`config.mk`:
```
export PLATFORM = sky130hd
export DESIGN_NAME = time_display_driver
export DESIGN_NICKNAME = d
export VERILOG_FILES = /design/src/rtl/time_display_driver.sv
export SDC_FILE = /design/constraint.sdc
export NUM_CORES = 1
export LEC_CHECK = 0
export ABC_AREA = 1
export CAP_MARGIN = 0
export CORE_MARGIN = 2
export CORE_UTILIZATION = 61
export DETAILED_ROUTE_END_ITERATION = 8
export GPL_ROUTABILITY_DRIVEN = 0
export PLACE_DENSITY = 0.9
export SKIP_LAST_GASP = 1
export SYNTH_ARGS = -nofsm -noshare
export SYNTH_HDL_FRONTEND = slang
export SYNTH_SLANG_ARGS = --single-unit
```
`constraint.sdc`:
```
create_clock -name clockSignal -period 6.55 [get_ports clockSignal]
set_input_delay 1.31 -clock clockSignal [delete_from_list [all_inputs] [get_ports clockSignal]]
set_output_delay 1.31 -clock clockSignal [all_outputs]
set_load 0.05 [all_outputs]
```
`src/rtl/time_display_driver.sv`:
```
// Converts a binary centisecond count to HH:MM:SS.CC with a serial restoring divider
// and scans the result onto an 8-digit active-low seven-segment display.
module time_display_driver #(
  parameter int WIDTH     = 32,
  parameter int SCAN_DIV  = 1,
  parameter int BLINK_DIV = 50
) (
  input  logic             clockSignal,
  input  logic             reset,
  input  logic [WIDTH-1:0] timeCount,
  input  logic             loadValid,
  output logic             loadReady,
  output logic             displayValid,
  output logic             overflow,
  input  logic             blinkEnable,
  input  logic [1:0]       blinkField,
  output logic [7:0]       anodeN,
  output logic [6:0]       segmentN,
  output logic             dpN
);

  localparam int RW = WIDTH + 20;
  localparam int DW = WIDTH + 19;
  localparam int CW = $clog2(WIDTH + 1);
  localparam int SW = $clog2(SCAN_DIV + 1);
  localparam int BW = $clog2(BLINK_DIV + 1);

  localparam logic [DW-1:0] DIV_HOURS  = DW'(360000);
  localparam logic [DW-1:0] DIV_MINS   = DW'(6000);
  localparam logic [DW-1:0] DIV_SECS   = DW'(100);
  localparam logic [CW-1:0] LAST_STEP  = CW'(WIDTH - 1);
  localparam logic [SW-1:0] SCAN_LAST  = SW'(SCAN_DIV - 1);
  localparam logic [BW-1:0] BLINK_LAST = BW'(BLINK_DIV - 1);

  typedef enum logic [2:0] {IDLE, DIV_H, DIV_M, DIV_S, COMMIT} state_t;

  function automatic logic [7:0] split_bcd(input logic [6:0] v);
    return {4'(v / 7'd10), 4'(v % 7'd10)};
  endfunction

  function automatic logic [6:0] seg_encode(input logic [3:0] d);
    case (d)
      4'd0:    return 7'b1000000;
      4'd1:    return 7'b1111001;
      4'd2:    return 7'b0100100;
      4'd3:    return 7'b0110000;
      4'd4:    return 7'b0011001;
      4'd5:    return 7'b0010010;
      4'd6:    return 7'b0000010;
      4'd7:    return 7'b1111000;
      4'd8:    return 7'b0000000;
      4'd9:    return 7'b0010000;
      default: return 7'h7F;
    endcase
  endfunction

  state_t            state_q, state_d;
  logic              ready_q, ready_d;
  logic              dv_q, dv_d;
  logic              ovf_q, ovf_d;
  logic [7:0][3:0]   digit_q, digit_d;
  logic [SW-1:0]     scan_cnt_q, scan_cnt_d;
  logic [2:0]        idx_q, idx_d;
  logic [BW-1:0]     blink_cnt_q, blink_cnt_d;
  logic              phase_q, phase_d;
  logic [1:0]        field_q, field_d;

  logic [WIDTH-1:0]  dvd_q, dvd_d;
  logic [DW-1:0]     rem_q, rem_d;
  logic [CW-1:0]     cnt_q, cnt_d;
  logic [WIDTH-1:0]  hours_q, hours_d;
  logic [6:0]        min_q, min_d;

  logic [DW-1:0]     divisor;
  logic [RW-1:0]     trial;
  logic              fits;
  logic [DW-1:0]     rem_next;
  logic [WIDTH-1:0]  quo_next;
  logic [6:0]        fh, fm, fs, fc;
  logic              blank;
  logic [3:0]        lit_digit;

  // One restoring-division step: shift in the next dividend bit, subtract if it fits.
  always_comb begin
    case (state_q)
      DIV_H:   divisor = DIV_HOURS;
      DIV_M:   divisor = DIV_MINS;
      default: divisor = DIV_SECS;
    endcase
    trial    = {rem_q, dvd_q[WIDTH-1]};
    fits     = trial >= RW'(divisor);
    rem_next = fits ? DW'(trial - RW'(divisor)) : trial[DW-1:0];
    quo_next = {dvd_q[WIDTH-2:0], fits};
  end

  always_comb begin
    state_d = state_q;
    ready_d = ready_q;
    dv_d    = dv_q;
    ovf_d   = ovf_q;
    digit_d = digit_q;
    dvd_d   = dvd_q;
    rem_d   = rem_q;
    cnt_d   = cnt_q;
    hours_d = hours_q;
    min_d   = min_q;
    fh      = hours_q[6:0];
    fm      = min_q;
    fs      = dvd_q[6:0];
    fc      = rem_q[6:0];
    case (state_q)
      IDLE: begin
        if (loadValid && ready_q) begin
          dvd_d   = timeCount;
          rem_d   = '0;
          cnt_d   = '0;
          ready_d = 1'b0;
          state_d = DIV_H;
        end else begin
          ready_d = 1'b1;
        end
      end
      DIV_H, DIV_M, DIV_S: begin
        rem_d = rem_next;
        dvd_d = quo_next;
        cnt_d = cnt_q + 1'b1;
        if (cnt_q == LAST_STEP) begin
          cnt_d = '0;
          // Hand the remainder on as the next stage's dividend; DIV_S keeps sec/cs in place.
          if (state_q == DIV_H) begin
            hours_d = quo_next;
            dvd_d   = rem_next[WIDTH-1:0];
            rem_d   = '0;
            state_d = DIV_M;
          end else if (state_q == DIV_M) begin
            min_d   = quo_next[6:0];
            dvd_d   = rem_next[WIDTH-1:0];
            rem_d   = '0;
            state_d = DIV_S;
          end else begin
            state_d = COMMIT;
          end
        end
      end
      COMMIT: begin
        if (RW'(hours_q) > RW'(99)) begin
          fh    = 7'd99;
          fm    = 7'd59;
          fs    = 7'd59;
          fc    = 7'd99;
          ovf_d = 1'b1;
        end else begin
          ovf_d = 1'b0;
        end
        digit_d = {split_bcd(fh), split_bcd(fm), split_bcd(fs), split_bcd(fc)};
        dv_d    = 1'b1;
        state_d = IDLE;
      end
      default: state_d = IDLE;
    endcase
  end

  always_comb begin
    scan_cnt_d  = scan_cnt_q + 1'b1;
    idx_d       = idx_q;
    blink_cnt_d = blink_cnt_q + 1'b1;
    phase_d     = phase_q;
    field_d     = blinkField;
    if (scan_cnt_q == SCAN_LAST) begin
      scan_cnt_d = '0;
      idx_d      = idx_q - 3'd1;
    end
    if (blink_cnt_q == BLINK_LAST) begin
      blink_cnt_d = '0;
      phase_d     = ~phase_q;
    end
  end

  always_ff @(posedge clockSignal) begin
    if (reset) begin
      state_q     <= IDLE;
      ready_q     <= 1'b1;
      dv_q        <= 1'b0;
      ovf_q       <= 1'b0;
      digit_q     <= '0;
      scan_cnt_q  <= '0;
      idx_q       <= '0;
      blink_cnt_q <= '0;
      phase_q     <= 1'b0;
      field_q     <= '0;
    end else begin
      state_q     <= state_d;
      ready_q     <= ready_d;
      dv_q        <= dv_d;
      ovf_q       <= ovf_d;
      digit_q     <= digit_d;
      scan_cnt_q  <= scan_cnt_d;
      idx_q       <= idx_d;
      blink_cnt_q <= blink_cnt_d;
      phase_q     <= phase_d;
      field_q     <= field_d;
    end
  end

  // Divider datapath is always (re)loaded on accept, so it needs no reset.
  always_ff @(posedge clockSignal) begin
    dvd_q   <= dvd_d;
    rem_q   <= rem_d;
    cnt_q   <= cnt_d;
    hours_q <= hours_d;
    min_q   <= min_d;
  end

  // Field f owns digits 7-2f and 6-2f, i.e. idx[2:1] == 3-f.
  always_comb begin
    lit_digit = digit_q[idx_q];
    blank     = blinkEnable && phase_q && (idx_q[2:1] == (2'd3 - field_q));
    anodeN    = dv_q ? ~(8'b1 << idx_q) : 8'hFF;
    segmentN  = (dv_q && !blank) ? seg_encode(lit_digit) : 7'h7F;
    dpN       = !(dv_q && !blank && !idx_q[0] && (idx_q != 3'd0));
  end

  assign loadReady    = ready_q;
  assign displayValid = dv_q;
  assign overflow     = ovf_q;

endmodule

```
==> results.json <==
{
  "status": "finished, final reports clean",
  "synthAdderAreaFrac_pct": 4.42,
  "nNetsFinal": 1515,
  "fin_util_pct": 70.3,
  "drc": 0,
  "port_buffers": 56,
  "postCtsHoldBufs": 0,
  "post_cts_buffers": 0,
  "synth_area_per_cell_um2": 7.72,
  "drive_gt1_share_pct": 5.37,
  "diodes": 0,
  "rows": 48,
  "min_period_ns": 5.30,
  "p_leak_nw": 5.19,
  "vias": 9552,
  "clk_pin_slew_ns": 0.08,
  "slowest_delay_ns": 0.83,
  "via_per_inst": 5.70,
  "synthArstFlopShare_pct": 0,
  "fin_crit_sh_pct": 81.0,
  "initial_utilization_pct": 62.4,
  "hp-start": "dvd_q[30]",
  "ys_ff_latch": 179,
  "grt_pass1_vias": 9059,
  "hold_class": "flip-flop to flip-flop",
  "core_area_mm2": 0.0172,
  "sw_frac_of_total_pct": 42.5,
  "reg2reg_to": "rem_q[47]",
  "synth_top_family_by_area": "simple AND/OR/NAND/NOR gates",
  "cts_resized": 0,
  "powerDensity_mw_per_mm2": 409,
  "gr-usage-all-layers_pct": 28.2,
  "numCtsBuffers": 17,
  "worst-r2r-cell-count": 26,
  "yosys.area_share.simple_pct": 25.6,
  "syn_to_final_growth_pct": 12.7,
  "crit_required_ns": 5.24,
  "cts_sinks": 179,
  "r2r_slack_ns": 1.85,
  "setup_viol": 0,
  "synth_xor_area_share_pct": 3.18,
  "routed_wl_mm": 25.4,
  "internal-power_w": 0.00285,
  "critPathSlowestCell": "clkdlybuf4s50_1",
  "antenna_found_initial": 0,
  "grt_pass1_wl_mm": 41.3,
  "die_y_um": 137,
  "fmax_mhz": 189,
  "cp_max_fo": 22,
  "path_common_cell": "inv_1",
  "worst_clock_skew_ns": 0.0117,
  "rsz0062_at_grt": "false",
  "drtIter0Drc": 821,
  "die_width_um": 137,
  "pwr-share-seq_pct": 39.8,
  "cp_cell_sequence": "inv_1 > a21oi_1 > o21ai_0 > nand2_1 > inv_1 > o21ai_0 > inv_1 > ha_1 > nor2_1 > a21oi_1 > o211ai_1 > clkdlybuf4s50_1",
  "grt_max_degree": 49,
  "synth_cell_types": 46,
  "reg2reg_from": "state_q[0]",
  "cts_buffer_depth": 2,
  "p_clk_share_pct": 20.8,
  "dieArea_mm2": 0.0187,
  "ant_nets": 0,
  "cts_root_buf": "clkbuf_16",
  "drtPass1Iterations": 7,
  "path_class": "flip-flop to output port",
  "ctsHtreeMaxLevel": 4,
  "hold_path_depth": 0,
  "yosysWarnings": 0,
  "worstSetupStartpointType": "flip-flop",
  "synth_area_mm2": 0.0108,
  "synth-compound-area-share_pct": 12.8,
  "pin_count": 57,
  "drv_slew": 0,
  "dp_hpwl_mm": 17.7,
  "insertion_delay_ns": 0.45,
  "synthMuxAreaShare_pct": 0,
  "grt-ovfl-total": 0,
  "yosysSeqAreaShare_pct": 45.3,
  "cts_tree": "built",
  "ir_drop_mv": 0.330,
  "wl_per_cell_um": 15.2,
  "p_comb_share_pct": 39.4,
  "setup_tns_ns": 0,
  "power.net_switching_w": 0.00211,
  "hold_viol": 0,
  "synth_enable_flop_cells": 128,
  "max_slew_margin_pct": 43.3,
  "drv_cap": 0,
  "netlist_instances": 1392,
  "endpoint_kind": "output port",
  "syn_nets": 1468,
  "synth-main-ff-cell": "edfxtp_1",
  "arrival_ns": 3.99,
  "hold_end": "hours_q[31]",
  "nFillCells": 1252,
  "worstMarginPinSlew_ns": 0.848
}
## flip-flops by register name (all words and copies together) (netlist names)
signal and count:
hours_q 32, digit_q 32, phase_q 1, overflow 1, rem_q 51, field_q 2, idx_q 3, dvd_q 32
min_q 7, scan_cnt_q 1, blink_cnt_q 6, loadReady 1, cnt_q 6, displayValid 1, state_q 3
## routing by layer
metal  GRT usage, %  wire length [um]  vias up
met5              0                 0        -
met4           12.3               841        0
met2           50.6             12800      387
met3           5.67              1810       80
met1           32.5              9970     4389
li1               -                 -     4696
## power groups by stage
stage | clock network (W) | registers [W] | logic [W]
after detailed placement | 0 | 0.00198 | 0.00189
final | 0.00103 | 0.00197 | 0.00195
after CTS | 0.00104 | 0.00196 | 0.00193
after global routing | 0.00108 | 0.00201 | 0.00217
after floorplan | 0 | 0.00193 | 0.00143
after global placement | 0 | 0.00196 | 0.00181
## kinds of logic after synthesis
logic type / count (synthesis)
AOI/OAI and AO/OA: 240
DFF: 179
adders and majority gates: 38
other: 1
and+or+nand+nor: 652
xor gates and xnor gates: 39
buffers and inverters: 243
## stage by stage
stage	std cells	hold slack, ns	setup slack (ns)	area (um^2)	total power, W
floorplan	1392	0.422	0.855	10800	0.00336
global placement	1645	0.430	1.80	11500	0.00377
detailed placement	1645	0.438	1.75	11500	0.00387
CTS	1677	0.456	1.27	12100	0.00493
global route	1677	0.460	0.955	12100	0.00526
finish	1677	0.457	1.25	12100	0.00496
## cells in the final DEF, fill, tap and decap left out, types with 3 or more instances in the layout
master / instances
inv_1: 203
o2111ai_1: 3
nor3_1: 21
o21ai_1: 7
a31oi_1: 5
nand3b_1: 4
clkbuf_16: 17
nand3_1: 75
o21ai_0: 89
nor2_4: 3
xnor2_1: 15
inv_6: 5
edfxtp_1: 128
o21a_1: 3
nand3_2: 3
inv_2: 4
xor2_1: 24
nor2_1: 217
clkdlybuf4s50_1: 56
clkinv_8: 5
a22oi_1: 6
nor2_2: 14
inv_8: 3
o221ai_1: 8
dfxtp_1: 51
nand2_1: 277
o211ai_1: 25
nor4_1: 7
ha_1: 38
nand4_1: 18
a21oi_1: 82
nand2_2: 8
buf_4: 8
## synthesized netlist by cell type (all sizes together), types with 21 or more instances
cell type	n	share of area [%]
a21oi	83	3.9
clkbuf	26	0.91
dfxtp	51	9.5
edfxtp	128	36
ha	38	4.4
inv	207	7.2
nand2	285	10
nand3	78	3.8
nor2	234	8.6
nor3	21	0.98
o211ai	26	1.9
o21ai	97	4.6
xor2	24	2.0
## worst max-delay path: cells and delay by family (launching register included)
family	cells	cell delay, ns
buffers and inverters	4	1.44
AOI/OAI and AO/OA	5	0.94
DFF	1	0.75
adders and majority gates	1	0.22
and+or+nand+nor	2	0.21
## cell type report
class	instances	area (um^2)	share of cell area [%]
timing repair buffer	64	621	5.12
inverter	207	777	6.41
clock inverter	15	184	1.52
sequential	179	4860	40.1
tap	225	282	2.32
clock buffer	17	425	3.51
multi-input combinational	970	4970	41.0
## how the worst max path moves through the flow
stage / endpoint / depth (start not counted) / startpoint / slack (ns)
2_1_floorplan: cnt_q[0] / 2 / loadValid / 0.85
3_3_place_gp: segmentN[5] / 6 / blinkEnable / 1.80
3_5_place_dp: segmentN[5] / 6 / blinkEnable / 1.75
4_1_cts: segmentN[4] / 12 / idx_q[0] / 1.27
5_1_grt: segmentN[4] / 12 / idx_q[0] / 0.95
6_report: segmentN[4] / 12 / idx_q[0] / 1.25
No activity file was read; power rests on OpenSTA's default activity.
